===== src/rtl/common_pkg.sv =====
// Shared NoC switch constants and small helpers used across the t_switch blocks.
package common_pkg;

    localparam int DEFAULT_VC_W          = 2;
    localparam int DEFAULT_VC_FIFO_DEPTH = 4;

    // Isolates the lowest set bit; callers truncate the result back to their width.
    function automatic logic [31:0] onehot_lsb(input logic [31:0] x);
        return x & (~x + 32'd1);
    endfunction

endpackage


===== src/rtl/noc_rr_arb.sv =====
// Round-robin arbiter: grants the first request at or after the pointer, with wrap.
module noc_rr_arb #(
    parameter  int N  = 3,
    localparam int PW = (N > 1) ? $clog2(N) : 1
) (
    input  logic          clk,
    input  logic          rst,
    input  logic [N-1:0]  req,
    input  logic          advance,
    output logic [N-1:0]  gnt,
    output logic [PW-1:0] ptr
);

    logic [PW-1:0] r_ptr;
    logic [PW-1:0] w_winIdx;
    logic          w_found;

    always_comb begin : scan
        int j;
        j        = 0;
        gnt      = '0;
        w_winIdx = '0;
        w_found  = 1'b0;
        for (int o = 0; o < N; o++) begin
            j = int'(r_ptr) + o;
            if (j >= N) j = j - N;
            if (!w_found && req[j]) begin
                w_found  = 1'b1;
                gnt[j]   = 1'b1;
                w_winIdx = PW'(j);
            end
        end
    end

    // The pointer moves just past the winner so it has lowest priority next time.
    always_ff @(posedge clk) begin
        if (rst) begin
            r_ptr <= '0;
        end else if (advance && w_found) begin
            r_ptr <= (int'(w_winIdx) == N - 1) ? '0 : w_winIdx + PW'(1);
        end
    end

    assign ptr = r_ptr;

endmodule


===== src/rtl/t_switch_out_sched.sv =====
// Egress scheduler for one t_switch output: credit-gated round-robin grant,
// registered crossbar select / VC target, and per-VC downstream credit tracking.
module t_switch_out_sched
    import common_pkg::*;
#(
    parameter int N_REQ         = 3,
    parameter int VC_W          = DEFAULT_VC_W,
    parameter int VC_FIFO_DEPTH = DEFAULT_VC_FIFO_DEPTH,
    parameter int CRED_W        = $clog2(VC_FIFO_DEPTH)
) (
    input  logic                    clk,
    input  logic                    rst,
    input  logic [N_REQ*VC_W-1:0]   req_vc,
    output logic [N_REQ-1:0]        gnt,
    output logic [N_REQ-1:0]        tx_sel,
    output logic [VC_W-1:0]         tx_vc_target,
    input  logic [VC_W-1:0]         credit_in,
    output logic [VC_W*CRED_W-1:0]  credit_cnt,
    output logic                    err
);

    localparam logic [CRED_W-1:0] CRED_MAX = CRED_W'(VC_FIFO_DEPTH - 1);
    localparam int                PW       = (N_REQ > 1) ? $clog2(N_REQ) : 1;

    logic [CRED_W-1:0] r_cred [VC_W];
    logic [N_REQ-1:0]  r_txSel;
    logic [VC_W-1:0]   r_txVc;
    logic              r_err;

    logic [VC_W-1:0]   w_reqOh [N_REQ];
    logic [N_REQ-1:0]  w_elig;
    logic [N_REQ-1:0]  w_multi;
    logic [N_REQ-1:0]  w_arbGnt;
    logic [VC_W-1:0]   w_credNz;
    logic [VC_W-1:0]   w_credFull;
    logic [VC_W-1:0]   w_gntVc;
    logic [PW-1:0]     w_rrPtr;
    logic              w_overflow;

    always_comb begin
        for (int v = 0; v < VC_W; v++) begin
            w_credNz[v]   = (r_cred[v] != '0);
            w_credFull[v] = (r_cred[v] == CRED_MAX);
        end
    end

    // Only the registered count gates eligibility; a same-cycle return does not help.
    always_comb begin
        w_elig  = '0;
        w_multi = '0;
        for (int i = 0; i < N_REQ; i++) begin
            w_reqOh[i] = VC_W'(onehot_lsb(32'(req_vc[i*VC_W +: VC_W])));
            w_multi[i] = (w_reqOh[i] != req_vc[i*VC_W +: VC_W]);
            w_elig[i]  = |(w_reqOh[i] & w_credNz);
        end
    end

    noc_rr_arb #(.N(N_REQ)) u_arb (
        .clk     (clk),
        .rst     (rst),
        .req     (w_elig),
        .advance (~rst),
        .gnt     (w_arbGnt),
        .ptr     (w_rrPtr)
    );

    assign gnt = rst ? '0 : w_arbGnt;

    always_comb begin
        w_gntVc = '0;
        for (int i = 0; i < N_REQ; i++) begin
            if (gnt[i]) w_gntVc = w_gntVc | w_reqOh[i];
        end
    end

    assign w_overflow = |(credit_in & ~w_gntVc & w_credFull);

    always_ff @(posedge clk) begin
        if (rst) begin
            for (int v = 0; v < VC_W; v++) r_cred[v] <= CRED_MAX;
        end else begin
            for (int v = 0; v < VC_W; v++) begin
                case ({w_gntVc[v], credit_in[v]})
                    2'b10:   r_cred[v] <= r_cred[v] - CRED_W'(1);
                    2'b01:   if (!w_credFull[v]) r_cred[v] <= r_cred[v] + CRED_W'(1);
                    default: r_cred[v] <= r_cred[v];
                endcase
            end
        end
    end

    always_ff @(posedge clk) begin
        if (rst) begin
            r_txSel <= '0;
            r_txVc  <= '0;
            r_err   <= 1'b0;
        end else begin
            r_txSel <= gnt;
            r_txVc  <= w_gntVc;
            if (|w_multi || w_overflow) r_err <= 1'b1;
        end
    end

    always_comb begin
        credit_cnt = '0;
        for (int v = 0; v < VC_W; v++) credit_cnt[v*CRED_W +: CRED_W] = r_cred[v];
    end

    assign tx_sel       = r_txSel;
    assign tx_vc_target = r_txVc;
    assign err          = r_err;

    for (genvar v = 0; v < VC_W; v++) begin : g_chk
        assert property (@(posedge clk) disable iff (rst) w_gntVc[v] |-> w_credNz[v]);
    end
    assert property (@(posedge clk) disable iff (rst) int'(w_rrPtr) < N_REQ);

endmodule


===== config.mk =====
export PLATFORM = sky130hd
export DESIGN_NAME = t_switch_out_sched
export DESIGN_NICKNAME = d
export VERILOG_FILES = /design/src/rtl/common_pkg.sv /design/src/rtl/noc_rr_arb.sv /design/src/rtl/t_switch_out_sched.sv
export SDC_FILE = /design/constraint.sdc
export NUM_CORES = 1
export LEC_CHECK = 0
export BUFFER_PORTS_ARGS = -buffer_cell sky130_fd_sc_hd__buf_4
export CAP_MARGIN = 25
export CELL_PAD_IN_SITES_DETAIL_PLACEMENT = 1
export CELL_PAD_IN_SITES_GLOBAL_PLACEMENT = 1
export CORE_ASPECT_RATIO = 1.5
export CORE_MARGIN = 10
export CORE_UTILIZATION = 41
export CTS_CLUSTER_SIZE = 16
export DETAILED_ROUTE_END_ITERATION = 16
export PLACE_DENSITY_LB_ADDON = 0.05
export SKIP_CTS_REPAIR_TIMING = 1
export SLEW_MARGIN = 10
export SYNTH_ARGS = -nofsm -noshare
export SYNTH_HDL_FRONTEND = slang
export SYNTH_SLANG_ARGS = --single-unit
export TNS_END_PERCENT = 1

===== constraint.sdc =====
create_clock -name clk -period 3.4 [get_ports clk]
set_input_delay 0.68 -clock clk [delete_from_list [all_inputs] [get_ports clk]]
set_output_delay 0.68 -clock clk [all_outputs]
set_load 0.01 [all_outputs]

-- Yosys cells after proc, flatten, opt, wreduce, memory -nomap -nowiden
Memory sizes are Yosys's and may differ from the RTL's.
Cells that the tools add are included.
- word-level logic and storage cells: 138
- RAM bits: 4
- output and inout bits: 13
- memories kept: 1
- register bits after elaboration: 8
- memories (memory ; depth ; bits a word ; read ports ; clocked after Yosys merged registers in ; write ports ; line ; text):
    r_cred ; 2 ; 2 ; 2 ; 0 ; 2 ; t_switch_out_sched.sv:25 ; logic [CRED_W-1:0] r_cred [VC_W];
- muxes and demuxes: 60
- equality and inequality tests: 10
- $lt $le $gt $ge: 9
- reduce and logical (&&, ||, !) cells: 18
- bitwise gates (word level): 23
- $add $sub $neg: 13
- operators by type and width (kind ; number):
    32-bit by 1-bit >= comparator with 1-bit output, second input constant ; 3
    32-bit by 4-bit less-than comparator with 1-bit output, second input constant ; 3
    32-bit two-way mux ; 3
    32-bit by 3-bit >= comparator with 1-bit output, second input constant ; 2
    32-bit by 3-bit subtractor with 32-bit output, second input constant ; 2
    1-bit two-way mux ; 34
    2-bit two-way mux ; 13
    2-bit AND ; 8
    2-bit by 1-bit adder with 2-bit output, second input constant ; 6
    3-bit two-way mux ; 4
    2-bit OR reduction ; 6
    2-bit == test, second input constant ; 5
    2-bit inverter ; 4
    1-bit binary-select mux with 2-bit select ; 3
    1-bit demux with 2-bit select ; 3
    1-bit logical AND ; 6
    2-bit inequality test ; 3
    1-bit OR ; 6
    3-bit OR ; 2
    2-bit by 1-bit == test with 1-bit output, second input constant ; 2
    2-bit OR ; 2
    2-bit nonzero test ; 2
    2-bit by 1-bit subtractor with 2-bit output, second input constant ; 2
    2-bit by 1-bit adder with 3-bit output, second input constant ; 1
    other kinds (7) ; 8

-- Depth between registers and ports, before layout
- depth after elaboration: 28
- mapped depth: 14
- gate-level depth less buffers: 13

-- Hierarchy
Synthesis repeated with hierarchy kept, for this count alone.
- cell total of the unflattened synthesis: 114
- area total of the unflattened synthesis: 998.5 um^2
- by module, submodules not included (module ; area an instance (um^2) ; cells each ; instances ; seq. area each (um^2)):
    t_switch_out_sched ; 643.1 ; 71 ; 1 ; 240.2
    noc_rr_arb ; 355.3 ; 43 ; 1 ; 40.0

-- Worst setup path after synthesis
Ideal clock, no wire load.
- path type: register to register
- start: memory r_cred[1][0] in the netlist's numbering
- end: memory r_cred[1][1] in the netlist's numbering, data pin
- buffers on the path: 0
- required time: 3.146 ns
- cell stages (with the launch flop): 14
- path slack: 0.272 ns
- data arrival time: 2.874 ns
- cell sequence: edfxtp_1 inv_1 ha_1 or3b_1 a2111oi_0 a41oi_1 nor3b_2 o2111ai_1 and4_1 ha_1 nor2b_1 o21ai_0 nand3_1 o21a_1
- RTL lines (item ; line):
    start: declaration ; t_switch_out_sched.sv:25

==> metrics.txt <==
crit path DAT=3.28 ns; Initial DRC Count=48; drt first pass iters=4; Layout area overhead=35.1%; WP data required=3.40 ns; Max Transition Viols Final=0; Final Power=0.00131 W; Die W=64.7 um; max-cap violations=0; largest net degree at the start of global routing=14; I/O Buffers=22; Die ar.=5630 sq um; Clock Tree Buf Depth=2; static leakage=0.714 nW; Yosys top cell area share=13.0%; Critical Path Source Type=register; Mean Syn Cell Area=8.25 sq um; H-tree depth=1; worst-path fanout max=6; Synth Net Count=169; Initial Util=42.6%; Final HPWL DP=3260 um; Seq/Total Area, Yosys=22.8%; Fin. Hold Viols=0; Chip Height=87.0 um; initial antenna violation count=0; Residual DRC=0; CTS clock-pin slew for the worst setup and hold paths=0.06 ns; Pwr Density=790 nW/um^2; vias=1309; vias in the first global route=1367; GRT overflow=0; Slew @ Worst Pin=0.746 ns; status=complete, no violations; GPL Wtd Cong=0.890; WHS Path Cells=2; Setup WS post-layout=0.121 ns; crit path kind=reg2reg; skew final=0.00345 ns; FF+latch count, synth=12; Post-DRT Antenna Nets=0; CTS tree=built; Cell Rows=24; Setup crit end kind=register; Mapped Cells=149; worst vdd ir=0.000445 V; Final setup violation count=0; Total GRT Usage=14.2%; commonest cells after routing, fill and taps aside=46 x buf_4, 13 x inv_1, 11 x nor2_1, 9 x o21ai_0, 9 x ha_1; Fillers=382; Core Box Area=2880 sq um; Async SR Flop Fraction=0%; worst slack at placement=-0.194 ns; I/O pins=23; Worst slew margin=49.8%; Hold WS=0.536 ns; TritonCTS Sinks=12; Clk Latency, worst-skew pair=0.25 ns; global-route wire length before repair=6450 um; proportion of layout cells with a drive suffix above 1=34.0%; antenna fix cells=0; distinct cell type count after synthesis=52; top_reg_cell synth=dfxtp_1; Routed wire per std cell=17.9 um; fmax=305 MHz; Total Wirelength=4120 um; EDFF count, synth=4; root buffer cell=clkbuf_8; Cell Area, Synth=1230 sq um; DR vias/cell=5.69; nets@finish=212; Yosys top cell by area=dfxtp_1; commonest non-fill, non-tap cell in the layout=buf_4; Tcrit/Tclk final=96.4%; Tmin final=3.28 ns; CTS Buf Count=3; Warnings, synthesis=0; FF-to-FF path depth=13; leading post-synthesis cells by cell area=dfxtp_1 13%, ha_1 10%, edfxtp_1 9.8%, o21ai_0 4.1%, inv_1 4.0%; Hold WC Path Type=reg2reg; final core occ=57.6%
[final timing paths]
| path | start | endpoint | slack (ns) |
|---|---|---|---|
| worst max-delay path | r_cred[1][1] | r_cred[1][1] | 0.12 |
| worst min-delay path | u_arb.ptr[0] | u_arb.ptr[0] | 0.54 |
| worst max register to register | r_cred[1][1] | r_cred[1][1] | 0.12 |
| worst min register to register | u_arb.ptr[0] | u_arb.ptr[0] | 0.54 |
[worst max-delay path, cell delays in order (launching register included)]
cell	delay, ns
edfxtp_1	0.38
inv_1	0.06
ha_2	0.22
or3b_4	0.45
a21oi_4	0.27
o31ai_4	0.12
a22o_1	0.26
a22oi_2	0.24
o211ai_1	0.15
ha_1	0.34
a211oi_2	0.06
a21oi_2	0.26
nand3_1	0.11
o21a_1	0.11
[synth_stat cells, drive strengths merged, types with 2 or more instances]
cell type,count
and3,2
o2111ai,2
or3,2
a31oi,4
o21a,3
nor3b,3
o211ai,4
o21ai,12
nor2b,5
o31ai,2
dfxtp,8
or3b,2
nand2,4
edfxtp,4
nand2b,4
and2,3
nor2,11
nand4,5
a222oi,2
nand3,6
buf,4
ha,10
a21oi,6
a22oi,4
inv,13
clkbuf,4
a211oi,3
[per-stage QoR]
stage | cells | TNS (ns) | area, sq um
after detailed placement | 226 | -0.603 | 1570
after global placement | 226 | -0.203 | 1570
final | 230 | 0 | 1660
after global routing | 230 | -0.00592 | 1660
after CTS | 230 | -0.527 | 1630
after floorplan | 149 | 0 | 1230
[layout make-up]
class / count / area [sq um] / area share [%]
clock buffer: 4 / 55.1 / 3.32
multi-input combinational: 115 / 878 / 52.9
sequential: 12 / 280 / 16.9
inverter: 14 / 52.6 / 3.17
timing repair buffer: 46 / 345 / 20.8
tap: 39 / 48.8 / 2.94
[sequential cells by signal, summed over array words and instances, names as in the netlist]
signal and flops:
r_cred 4, u_arb.ptr 2, tx_sel 3, err 1
tx_vc_target 2
[power by group]
part | switching [W] | leakage, nW | internal [W] | total (W)
Combinational | 0.000492 | 0.584 | 0.000408 | 0.000900
Sequential | 0.0000414 | 0.101 | 0.000211 | 0.000253
Clock | 0.0000559 | 0.0288 | 0.000103 | 0.000158
[cells by family after synthesis]
family,share of synthesized area [%]
simple gates,25.2
compound gates,32.0
buf+inv,8.35
flops,22.8
fa+ha+maj,11.0
xor+xnor,0.713
[routing by layer]
metal | track usage (%) | part of all wire [%] | vias up
met2 | 29.0 | 58 | 26
li1 | - | - | 639
met1 | 12.8 | 34 | 633
met5 | 0 | 0 | -
met4 | 5.86 | 3.1 | 0
met3 | 3.09 | 5.2 | 11
No activity file was read; power rests on OpenSTA's default activity.
